`src/rtl/hilo_sched_pkg.sv`:
```
// +--------------------------------------------------------------------+
// | Module      : hilo_sched_pkg                                        |
// | Description : Shared encodings for the HI/LO scheduler: request    |
// |               opcodes, HI/LO source selects and FSM states.        |
// | Revision    : 1.0 - initial release                                 |
// +--------------------------------------------------------------------+
`default_nettype none

package hilo_sched_pkg;

  // Request opcodes presented by the control unit on req_op
  typedef enum logic [2:0] {
    OP_MULTU = 3'd0,
    OP_MULT  = 3'd1,
    OP_DIVU  = 3'd2,
    OP_DIV   = 3'd3,
    OP_MTHI  = 3'd4,
    OP_MTLO  = 3'd5,
    OP_MFHI  = 3'd6,
    OP_MFLO  = 3'd7
  } op_e;

  // HI/LO write-source selects
  localparam logic [2:0] SRC_QA    = 3'd0;
  localparam logic [2:0] SRC_MULTU = 3'd1;
  localparam logic [2:0] SRC_MULT  = 3'd2;
  localparam logic [2:0] SRC_DIVU  = 3'd3;
  localparam logic [2:0] SRC_DIV   = 3'd4;

  // Scheduler states
  typedef enum logic [1:0] {
    ST_IDLE  = 2'd0,
    ST_WAIT  = 2'd1,
    ST_WRITE = 2'd2
  } state_e;

  // Source select used when a multi-cycle unit writes back its result
  function automatic logic [2:0] op_src(input op_e op);
    logic [2:0] src;
    case (op)
      OP_MULTU: src = SRC_MULTU;
      OP_DIVU:  src = SRC_DIVU;
      OP_DIV:   src = SRC_DIV;
      default:  src = SRC_QA;
    endcase
    return src;
  endfunction

  // True for the two divide opcodes
  function automatic logic is_div(input op_e op);
    return (op == OP_DIVU) || (op == OP_DIV);
  endfunction

endpackage

`default_nettype wire

```
`src/rtl/hilo_tmo_cnt.sv`:
```
// +--------------------------------------------------------------------+
// | Module      : hilo_tmo_cnt                                          |
// | Description : Saturating WAIT-cycle counter. tc is high from the   |
// |               last permitted WAIT cycle onward.                    |
// | Revision    : 1.0 - initial release                                 |
// +--------------------------------------------------------------------+
`default_nettype none

module hilo_tmo_cnt #(
  parameter int TMO_CYCLES = 40
) (
  input  logic clock,
  input  logic reset,
  input  logic clear,
  input  logic enable,
  output logic tc
);

  localparam int              CW       = $clog2(TMO_CYCLES + 1);
  localparam logic [CW-1:0]   CNT_MAX  = CW'(TMO_CYCLES);
  localparam logic [CW-1:0]   CNT_LAST = CW'(TMO_CYCLES - 1);

  logic [CW-1:0] count;

  // Count enabled cycles, holding at TMO_CYCLES once reached
  always_ff @(posedge clock) begin
    if (reset || clear) begin
      count <= '0;
    end else if (enable && (count != CNT_MAX)) begin
      count <= count + CW'(1);
    end
  end

  // count holds the number of WAIT cycles already completed, so this
  // flags the TMO_CYCLES-th WAIT cycle itself
  assign tc = (count >= CNT_LAST);

endmodule

`default_nettype wire

```
`src/rtl/hilo_sched.sv`:
```
// +--------------------------------------------------------------------+
// | Module      : hilo_sched                                            |
// | Description : HI/LO register write scheduler. Acks CU requests,   |
// |               launches multu/divu/div units, waits for completion, |
// |               then writes HI/LO back. Stalls new requests while a  |
// |               unit is in flight; sticky err on timeout.            |
// | Options     : HILO_SCHED_DIV0_TRAP_EN - trap DIVU/DIV with a zero  |
// |               divisor via div0_exc instead of launching.           |
// | Revision    : 1.0 - initial release                                 |
// +--------------------------------------------------------------------+
`default_nettype none

module hilo_sched
  import hilo_sched_pkg::*;
#(
  parameter int TMO_CYCLES = 40
) (
  input  logic       clock,
  input  logic       reset,
  input  logic       req_valid,
  input  logic [2:0] req_op,
  input  logic       divisor_zero,
  input  logic       busy_m1,
  input  logic       busy_d1,
  input  logic       busy_d2,
  output logic       start_m1,
  output logic       start_d1,
  output logic       start_d2,
  output logic [2:0] hi_c,
  output logic [2:0] lo_c,
  output logic       ena_hi,
  output logic       ena_lo,
  output logic       req_ack,
  output logic       stall,
  output logic       err,
  output logic       div0_exc
);

  state_e state;
  op_e    cur_op;
  op_e    op_in;
  logic   busy_sel;
  logic   launch;
  logic   div0_hit;
  logic   tmo_tc;

  assign op_in = op_e'(req_op);

`ifdef HILO_SCHED_DIV0_TRAP_EN
  assign div0_hit = is_div(op_in) && divisor_zero;
`else
  // Divisor-zero input has no effect in this build
  logic unused_divisor_zero;
  assign unused_divisor_zero = divisor_zero;
  assign div0_hit            = 1'b0;
`endif

  // Busy flag of the unit the in-flight op was launched on
  always_comb begin
    busy_sel = 1'b0;
    case (cur_op)
      OP_MULTU: busy_sel = busy_m1;
      OP_DIVU:  busy_sel = busy_d1;
      OP_DIV:   busy_sel = busy_d2;
      default:  busy_sel = 1'b0;
    endcase
  end

  // Request decode and write-back outputs; all forced low during reset
  always_comb begin
    start_m1 = 1'b0;
    start_d1 = 1'b0;
    start_d2 = 1'b0;
    hi_c     = SRC_QA;
    lo_c     = SRC_QA;
    ena_hi   = 1'b0;
    ena_lo   = 1'b0;
    req_ack  = 1'b0;
    stall    = 1'b0;
    div0_exc = 1'b0;
    launch   = 1'b0;
    if (!reset) begin
      case (state)
        ST_IDLE: begin
          if (req_valid) begin
            req_ack = 1'b1;
            if (div0_hit) begin
              div0_exc = 1'b1;
            end else begin
              case (op_in)
                OP_MTHI: ena_hi = 1'b1;
                OP_MTLO: ena_lo = 1'b1;
                OP_MULT: begin
                  ena_hi = 1'b1;
                  ena_lo = 1'b1;
                  hi_c   = SRC_MULT;
                  lo_c   = SRC_MULT;
                end
                OP_MULTU: begin
                  start_m1 = 1'b1;
                  launch   = 1'b1;
                end
                OP_DIVU: begin
                  start_d1 = 1'b1;
                  launch   = 1'b1;
                end
                OP_DIV: begin
                  start_d2 = 1'b1;
                  launch   = 1'b1;
                end
                default: ;  // MFHI/MFLO: ack only
              endcase
            end
          end
        end
        ST_WAIT: begin
          stall = req_valid;
        end
        ST_WRITE: begin
          stall  = req_valid;
          ena_hi = 1'b1;
          ena_lo = 1'b1;
          hi_c   = op_src(cur_op);
          lo_c   = op_src(cur_op);
        end
        default: ;
      endcase
    end
  end

  // WAIT-cycle timeout counter, restarted at every launch
  hilo_tmo_cnt #(
    .TMO_CYCLES (TMO_CYCLES)
  ) u_tmo_cnt (
    .clock  (clock),
    .reset  (reset),
    .clear  (launch),
    .enable (state == ST_WAIT),
    .tc     (tmo_tc)
  );

  // Scheduler FSM: launch -> WAIT until unit idle (or timeout) -> WRITE
  always_ff @(posedge clock) begin
    if (reset) begin
      state  <= ST_IDLE;
      cur_op <= OP_MULTU;
      err    <= 1'b0;
    end else begin
      case (state)
        ST_IDLE: begin
          if (launch) begin
            state  <= ST_WAIT;
            cur_op <= op_in;
          end
        end
        ST_WAIT: begin
          if (!busy_sel) begin
            state <= ST_WRITE;
          end else if (tmo_tc) begin
            state <= ST_IDLE;
            err   <= 1'b1;
          end
        end
        ST_WRITE: begin
          state <= ST_IDLE;
        end
        default: begin
          state <= ST_IDLE;
        end
      endcase
    end
  end

endmodule

`default_nettype wire

```
`config.mk`:
```
export PLATFORM = sky130hd
export DESIGN_NAME = hilo_sched
export DESIGN_NICKNAME = d
export VERILOG_FILES = /design/src/rtl/hilo_sched_pkg.sv /design/src/rtl/hilo_tmo_cnt.sv /design/src/rtl/hilo_sched.sv
export SDC_FILE = /design/constraint.sdc
export NUM_CORES = 1
export LEC_CHECK = 0
export CORE_UTILIZATION = 31
export DETAILED_ROUTE_END_ITERATION = 10
export GPL_TIMING_DRIVEN = 0
export PLACE_DENSITY = 0.58
export SYNTH_ARGS = -nofsm -noshare
export SYNTH_HDL_FRONTEND = slang
export SYNTH_HIERARCHICAL = 1
export SYNTH_SLANG_ARGS = --single-unit
export TNS_END_PERCENT = 1
```
`constraint.sdc`:
```
create_clock -name clock -period 2.35 [get_ports clock]
set_input_delay 0.47 -clock clock [delete_from_list [all_inputs] [get_ports clock]]
set_output_delay 0.47 -clock clock [all_outputs]
set_load 0.03 [all_outputs]
```
==> metrics.txt, run 1 <==
maxcap violations 0; number of synthesized flops with an enable pin 0; 1st-iter DRT viols 12; CTS buffer count 3; Compound-Gate Fraction of Synth Area 18.7%; # nets final 140; Worst Skew approximately 0.0028 ns; Die Height 53.6 um; Clock Tree Root clkbuf_4; area leader, netlist dfxtp_1; XOR/XNOR share of the synthesized area 4.25%; Synth cell types 35; min Tclk post-route ~2.2 ns; CP endpoint kind primary output; total number of yosys warnings 6; Pwr per Cell Area 404 nW/um2; post-place instance area around 1100 um2; Rel. slew slack between 60 and 70%; Max Fanout on Critical Path 10; Fillers 260; Layout area overhead 36.0%; Initial DRT Pass Iterations 4; top_reg_cell synth dfxtp_1; Setup Buffers After CTS 0; Final WS setup 0.102 ns; RSZ-0062 raised after global routing no; # diodes 0; Vias between 700 and 800; Post-Synth Simple-Gate Area 28.5%; worst skew pair latency approximately 0.27 ns; CP Class in2out; busiest grt layer met2; Overall Global Routing Usage 13.8%; layout cells sized above 1 25.0%; met1 usage 16.9%; Leakage ~0.47 nW; Final setup viols 0; CTS tree yes; WL/cell 11.4 um; met3 Use GR 3.67%; die area ~2900 um2; Post-Route WL 1750 um; vias in the first global route 683; mux share of post-synthesis cell area 3.64%; largest family of logic cells by synthesized area simple AND/OR/NAND/NOR gates; total gr overflow 0; initial antenna violation count 0; clk sink count 12; # rows 18; worst-margin pin slew 0.538 ns; Yosys top cell area share 29.1%; Synth Area in Adders 7.59%; final hold viol count 0; synthesized cell area 825 um2; Finished Cell Area 1120 um2; ANT nets after route 0; WP data required about 1.9 ns; clk buf depth 2; Async SR Flop Fraction 0%; CTS Hold Bufs 0; pin count of the biggest net entering global routing 11; fmax 0.445 GHz; Worst-path clk slew 0.07 ns; Port-buffer cells 22; Tcrit/Tclk final between 90 and 100%; Mapped Avg Cell Area 8.41 um2; synthesized net count 113; GP Congestion ~0.76; Min-Delay Path Class reg2reg; Detail Placement HPWL 1400 um; Worst EP arrival 1.78 ns; CORE AREA 2500 um2; first-pass GRT wire length 2900 um; met2 Track Usage GR 22.9%; Worst Setup Start Kind primary input; starting density of the core 33.0%; post-placement worst setup slack -0.748 ns; status finished clean; via/cell ratio 4.92; chip width approximately 54 um; Synth Instances a little under 100; I/O pins 25; top post-synthesis cells by count dfxtp_1, nand2_1, nor2_1, inv_1; Slew Limit Fails 0; CTS H-tree depth 1; Seq/Total Area, Yosys 29.1%; synth top area cells dfxtp_1, ha_1, nand2_1, nor2_1, mux2i_1; Yosys reg bits 12; residual DRC count 0; Worst VDD drop 0.226 mV
[sequential cells by signal, summed over array words and instances (netlist names)]
register,flops
state,2
err,1
cur_op,3
u_tmo_cnt/count,6
[report_power, final]
| part | switching, mW | internal [mW] | total [mW] |
|---|---|---|---|
| registers | 0.00453 | 0.207 | 0.211 |
| logic | 0.0478 | 0.0336 | 0.0814 |
| clock network | 0.0662 | 0.0940 | 0.160 |
| total | 0.119 | 0.334 | 0.453 |
[stage by stage]
| step | power [mW] | std cells | setup TNS [ns] | utilization, % | hold WS (ns) |
|---|---|---|---|---|---|
| 2_1_floorplan | 0.264 | 98 | 0 | - | 0.467 |
| 3_3_place_gp | 0.299 | 150 | -7.01 | 43.3 | 0.493 |
| 3_5_place_dp | 0.300 | 150 | -6.84 | 43.3 | 0.499 |
| 4_1_cts | 0.461 | 154 | -0.0332 | 44.7 | 0.509 |
| 5_1_grt | 0.481 | 154 | 0 | 44.8 | 0.551 |
| 6_report | 0.453 | 154 | 0 | 44.8 | 0.512 |
[what timing repair did]
| item | CTS | global route |
|---|---|---|
| gates cloned | 0 | 0 |
| gates resized for setup | 38 | 13 |
| setup endpoints to repair | 13 | 10 |
[critical path, cell delays in order]
cell	delay, ns
dlygate4sd2_1	0.33
buf_4	0.21
inv_1	0.12
nand2_2	0.10
nor3_2	0.13
dlygate4sd2_1	0.42
[logic make-up (layout without fill, tap and decap cells)]
group / Yosys count / after routing
buf+inv: 13 / 39
compound gates: 19 / 19
flops: 12 / 12
fa+ha+maj: 5 / 5
simple gates: 41 / 41
mux: 3 / 3
xor+xnor: 4 / 4
other cells: 1 / 1
[cells in the final DEF, fill, tap and decap left out, types with 4 or more instances in the layout]
cell | synthesis | layout
clkdlybuf4s50_1 | 0 | 4
inv_1 | 8 | 8
buf_4 | 4 | 8
nor2_1 | 9 | 9
dfxtp_1 | 12 | 12
dlygate4sd2_1 | 0 | 8
nand2_1 | 12 | 10
ha_1 | 5 | 4
[final timing paths]
kind | startpoint | end | slack (ns) | depth (start not counted)
setup reg to reg | state[1] | u_tmo_cnt/count[0] | 0.61 | 7
setup / recovery | reset | hi_c[0] | 0.10 | 6
hold / removal | state[0] | state[0] | 0.51 | 2
hold reg to reg | state[0] | state[0] | 0.51 | 2
[cell type report]
cell class	instances	area, um2	share of cell area [%]
plain buffers	5	37.5	3.35
clock buffers	4	36.3	3.24
inverters	8	30.0	2.68
multi-input cells	73	547	48.8
flip-flops and latches	12	240	21.4
well taps	30	37.5	3.35
repair buffers	22	193	17.2
[per-layer routing]
metal | up-vias | part of all wire (%) | wire (um)
li1 | 395 | - | -
met2 | 13 | 49 | 849
met4 | 0 | 0 | 0
met3 | 0 | 3.8 | 67
met5 | - | 0 | 0
met1 | 349 | 48 | 832
(Power assumes the default switching activity.)
==> run 2, diff against run 1 <==
- PLACE_DENSITY: 0.58 -> not set
==> metrics.txt, run 2 (same netlist as run 1, synthesis figures left out) <==
vias in the first global route 698; area of the multi-input gates 547 um2; R2R cell count 6; CP endpoint kind primary output; Die Height 53.6 um; starting density of the core about a third; CORE AREA about 2500 um2; most common cell after layout, fill and taps aside dfxtp_1; die area roughly 2900 um2; 1st-iter DRT viols 5; Layout Utilization 45.2%; Post-Route WL approximately 1700 um; storage element area 240 um2; Largest Register u_tmo_cnt/count; largest registers u_tmo_cnt/count (6), cur_op (3), state (2); total gr overflow 0; R2R Path End u_tmo_cnt/count[2]; residual DRC count 0; pin count of the biggest net entering global routing 11; ANT nets after route 0; Detail Placement HPWL between 1000 and 1500 um; Layout area overhead 37.0%; Placed Cells 150; final hold viol count 0; Clock Tree Root clkbuf_4; Initial DRT Pass Iterations 3; # diodes 0; CP Class reg2out; I/O pins 25; min Tclk post-route 2.21 ns; Port-buffer cells 22; Post-Layout Cell Count 153; Max Fanout on Critical Path 6; worst-margin pin slew 0.483 ns; Final setup viols 0; Setup crit end start_m1; WL/cell about 11 um; fmax 0.452 GHz; status finished clean; Worst VDD drop 0.311 mV; RSZ-0062 raised after global routing yes; Worst Skew ~0.006 ns; clk buf depth 2; Worst Setup Start Kind register; chip width between 50 and 60 um; Min-Delay Path Class reg2reg; Worst-path clk slew around 0.070 ns; WP data required 1.88 ns; most frequent cells in the layout dfxtp_1, nand2_1, nor2_1, inv_1, buf_4; Slew Limit Fails 0; Vias 755; Pwr per Cell Area about 360 nW/um2; max reg flops 6; final hold slack slightly above 0.5 ns; Rel. slew slack 67.4%; post-placement worst setup slack -0.782 ns; # nets final 140; Setup Buffers After CTS 0; maxcap violations 0; initial antenna violation count 0; CTS tree yes; worst r2r src state[1]; worst skew pair latency 0.26 ns; Fillers 259; CTS H-tree depth 1; CTS buffer count 3; # rows 18; Worst Setup SP state[1]; Final WS setup 0.138 ns; Worst EP arrival 1.74 ns; Overall Global Routing Usage 14.1%; layout cells sized above 1 23.6%; FF-to-FF setup slack 0.63 ns; Tcrit/Tclk final roughly 94%; Leakage 0.483 nW; via/cell ratio 4.93; GP Congestion 0.733; clk sink count 12; first-pass GRT wire length 2940 um; post-route setup TNS 0 ns
run 2: changes by cell type in the layout (fill, tap and decap cells not counted), sizes merged:
cell           previous run  this run
clkdlybuf4s15             3         5
dlymetal6s2s              1         4
clkbuf                    7         4
clkdlybuf4s18             0         1
dlygate4sd2               8         4
run 2: layout make-up:
cell class | instances | share of cell area, %
clock buffers | 3 | 1.99
plain buffers | 5 | 3.32
inverters | 8 | 2.66
flip-flops and latches | 12 | 21.3
multi-input cells | 73 | 48.4
repair buffers | 22 | 19.0
well taps | 30 | 3.32
run 2: how the worst min path moves through the flow:
stage	slack, ns	cells after the start	start	end
5_1_grt	0.54	2	reset	u_tmo_cnt/count[3]
2_1_floorplan	0.47	2	state[0]	state[0]
3_5_place_dp	0.51	2	u_tmo_cnt/count[0]	u_tmo_cnt/count[0]
3_3_place_gp	0.49	2	state[0]	state[0]
6_report	0.52	2	u_tmo_cnt/count[0]	u_tmo_cnt/count[0]
4_1_cts	0.52	2	u_tmo_cnt/count[0]	u_tmo_cnt/count[0]
run 2: worst max-delay path, stage by stage (launching register included):
cell and delay, ns:
dfxtp_1 0.32, inv_1 0.09, ha_1 0.26, nand2_4 0.10, or4_4 0.45, nor2_1 0.10, buf_4 0.16
run 2: power breakdown:
part	internal [mW]	leakage (nW)	switching, mW
sequential	0.207	0.0970	0.00431
combinational	0.0353	0.372	0.0483
clock	0.0590	0.0138	0.0576
total	0.301	0.483	0.110
run 2: what timing repair did:
| item | in CTS | in global routing |
|---|---|---|
| endpoints found under the hold margin | 0 | 0 |
| pin swaps | 0 | 1 |
| setup endpoints to repair | 13 | 11 |
| gates resized for setup | 37 | 17 |
| hold buffers | 0 | 0 |
run 2: metrics by stage:
stage / power [mW] / instance area, um2
floorplan: 0.264 / 825
global placement: 0.298 / 1080
detailed placement: 0.300 / 1080
CTS: 0.420 / 1120
global route: 0.442 / 1130
finish: 0.411 / 1130
run 2: per-layer routing:
metal  track usage [%]  vias to the layer above  wire, um
met5                 0                        -         0
met4              6.58                        0        14
met3              1.98                        2        91
met2              24.8                       15       840
met1              16.6                      345       780
li1                  -                      393         -
==> run 3, diff against run 2 <==
- PLACE_DENSITY: not set -> 0.67
- SYNTH_HIERARCHICAL: 1 -> not set
==> metrics.txt, run 3 <==
status finished clean; Placed Cells 141; chip width 52.6 um; Worst-path clk slew 0.07 ns; Synth Area in Adders under 10%; Yosys reg bits 12; final hold viol count 0; final hold slack 0.489 ns; FF-to-FF setup slack ~0.85 ns; Synth Instances 91; total number of yosys warnings 0; XOR/XNOR share of the synthesized area 6.62%; Overall Global Routing Usage 12.8%; family with the most delay on the worst path buffers and inverters; Vias 693; worst r2r src u_tmo_cnt.count[0]; pin count of the biggest net entering global routing 11; R2R Path End state[0]; ANT nets after route 0; Final WS setup 0.0661 ns; crit-path cells clkdlybuf4s50_1 > nand2_2 > nor4b_4 > and2b_1 > clkdlybuf4s15_2; worst skew pair latency 0.27 ns; CTS tree yes; area leader, netlist dfxtp_1; Clock Tree Root clkbuf_4; Compound-Gate Fraction of Synth Area approximately 16%; R2R cell count 5; Max Fanout on Critical Path 4; clk sink count 12; post-placement worst setup slack -0.622 ns; fmax 0.438 GHz; Setup Buffers After CTS 0; I/O pins 25; Worst Setup SP req_valid; CP endpoint kind primary output; GP Congestion 0.702; Post-Route WL 1670 um; Worst VDD drop 0.386 mV; Port-buffer cells 22; Slew Limit Fails 0; Setup crit end start_d1; synthesized net count 107; synth top area cells dfxtp_1, ha_1, nor2_1, nor4b_1, mux2i_1; total power 0.651 mW; CP Class in2out; slowest CP cell clkdlybuf4s50_1; starting density of the core 34.2%; die area about 2800 um2; total gr overflow 0; min Tclk post-route 2.28 ns; Post-Synth Simple-Gate Area about 26%; CTS buffer count 3; Leakage 0.489 nW; Worst EP arrival 1.81 ns; number of synthesized flops with an enable pin 0; top_reg_cell synth dfxtp_1; post-route setup TNS 0 ns; # nets final around 130; maxcap violations 0; Pwr per Cell Area 590 nW/um2; CORE AREA around 2300 um2; Largest Register u_tmo_cnt.count; clk buf depth 2; Tcrit/Tclk final roughly 97%; layout cells sized above 1 a little over a fifth; Layout area overhead 39.1%; largest family of logic cells by synthesized area simple AND/OR/NAND/NOR gates; most frequent cell after synthesis nor2_1; 1st-iter DRT viols 7; most frequent cells in the layout nor2_1, dfxtp_1, clkdlybuf4s50_1; CTS Hold Bufs 0; slowest cell delay on critical path approximately 0.51 ns; Worst Setup Start Kind primary input; Crit path depth 5; mux share of post-synthesis cell area 3.79%; most common cell after layout, fill and taps aside nor2_1; Min-Delay Path Class reg2reg; Synth cell types 34; top post-synthesis cells by count nor2_1, dfxtp_1, ha_1, inv_1; CTS H-tree depth 1; hold wc startpoint err; Async SR Flop Fraction 0%; Yosys top cell area share 30.3%; Detail Placement HPWL 1280 um; first-pass GRT wire length approximately 2600 um; Final setup viols 0; WP buf/inv 2; Post-Layout Cell Count 145; # diodes 0; initial antenna violation count 0; largest registers u_tmo_cnt.count (6), cur_op (3), state (2); via/cell ratio ~4.8; Initial DRT Pass Iterations 4; WL/cell 11.5 um; vias in the first global route 650; residual DRC count 0; # rows 17; WP data required 1.88 ns; synthesized cell area 793 um2; Worst Skew approximately 0.00086 ns; max reg flops 6; Seq/Total Area, Yosys 30.3%; Die Height 52.6 um; Mapped Avg Cell Area 8.72 um2
## run 3: changes by cell type after synthesis, moves of 3 or more
cell / before / now
nand2_1: 12 / 3
nor2_1: 9 / 14
nor3_1: 5 / 1
nor4b_1: 0 / 4
a21o_1: 0 / 3
and3_1: 3 / 0
## run 3: cells by family after synthesis
group,count (synthesis)
flops,12
buf+inv,11
xor+xnor,6
compound gates,17
simple gates,35
mux,3
fa+ha+maj,6
other cells,1
## run 3: routing by layer
metal / track usage (%) / up-vias / wire length (um)
met2: 23.4 / 18 / 836
met1: 15.0 / 310 / 748
met3: 1.74 / 3 / 64
li1: - / 362 / -
met4: 3.95 / 0 / 20
met5: 0 / - / 0
## run 3: power breakdown
part / internal (mW) / switching (mW)
Sequential: 0.222 / 0.0163
Clock: 0.0941 / 0.0654
Combinational: 0.109 / 0.144
Total: 0.425 / 0.226
## run 3: worst min-delay path by stage
stage | to | slack, ns | depth (start not counted)
global placement | state[0] | 0.48 | 2
global route | err | 0.54 | 2
finish | err | 0.49 | 2
detailed placement | err | 0.48 | 2
CTS | err | 0.49 | 2
floorplan | state[0] | 0.47 | 2
## run 3: layout make-up
| type | count | area [um2] |
|---|---|---|
| sequential | 12 | 240 |
| buffer | 5 | 43.8 |
| tap | 28 | 35.0 |
| multi-input combinational | 68 | 529 |
| fill | 233 | 1210 |
| clock buffer | 4 | 36.3 |
| timing repair buffer | 22 | 196 |
| inverter | 6 | 22.5 |
## run 3: timing repair
item                                   CTS  global route
endpoints found under the hold margin    0             0
gates resized for setup                 32             9
setup endpoints to repair               13             6
cloned                                   0             0
## run 3: worst min-delay path, cell delays in order (launching register included)
cell	delay, ns
dfxtp_1	0.33
a41oi_1	0.05
nor2_1	0.07
## run 3: per-stage QoR
| stage | utilization (%) | cell area (um2) |
|---|---|---|
| floorplan | - | 800 |
| CTS | 47.7 | 1110 |
| global placement | 45.5 | 1050 |
| finish | 47.6 | 1100 |
| global route | 47.6 | 1100 |
| detailed placement | 45.5 | 1050 |
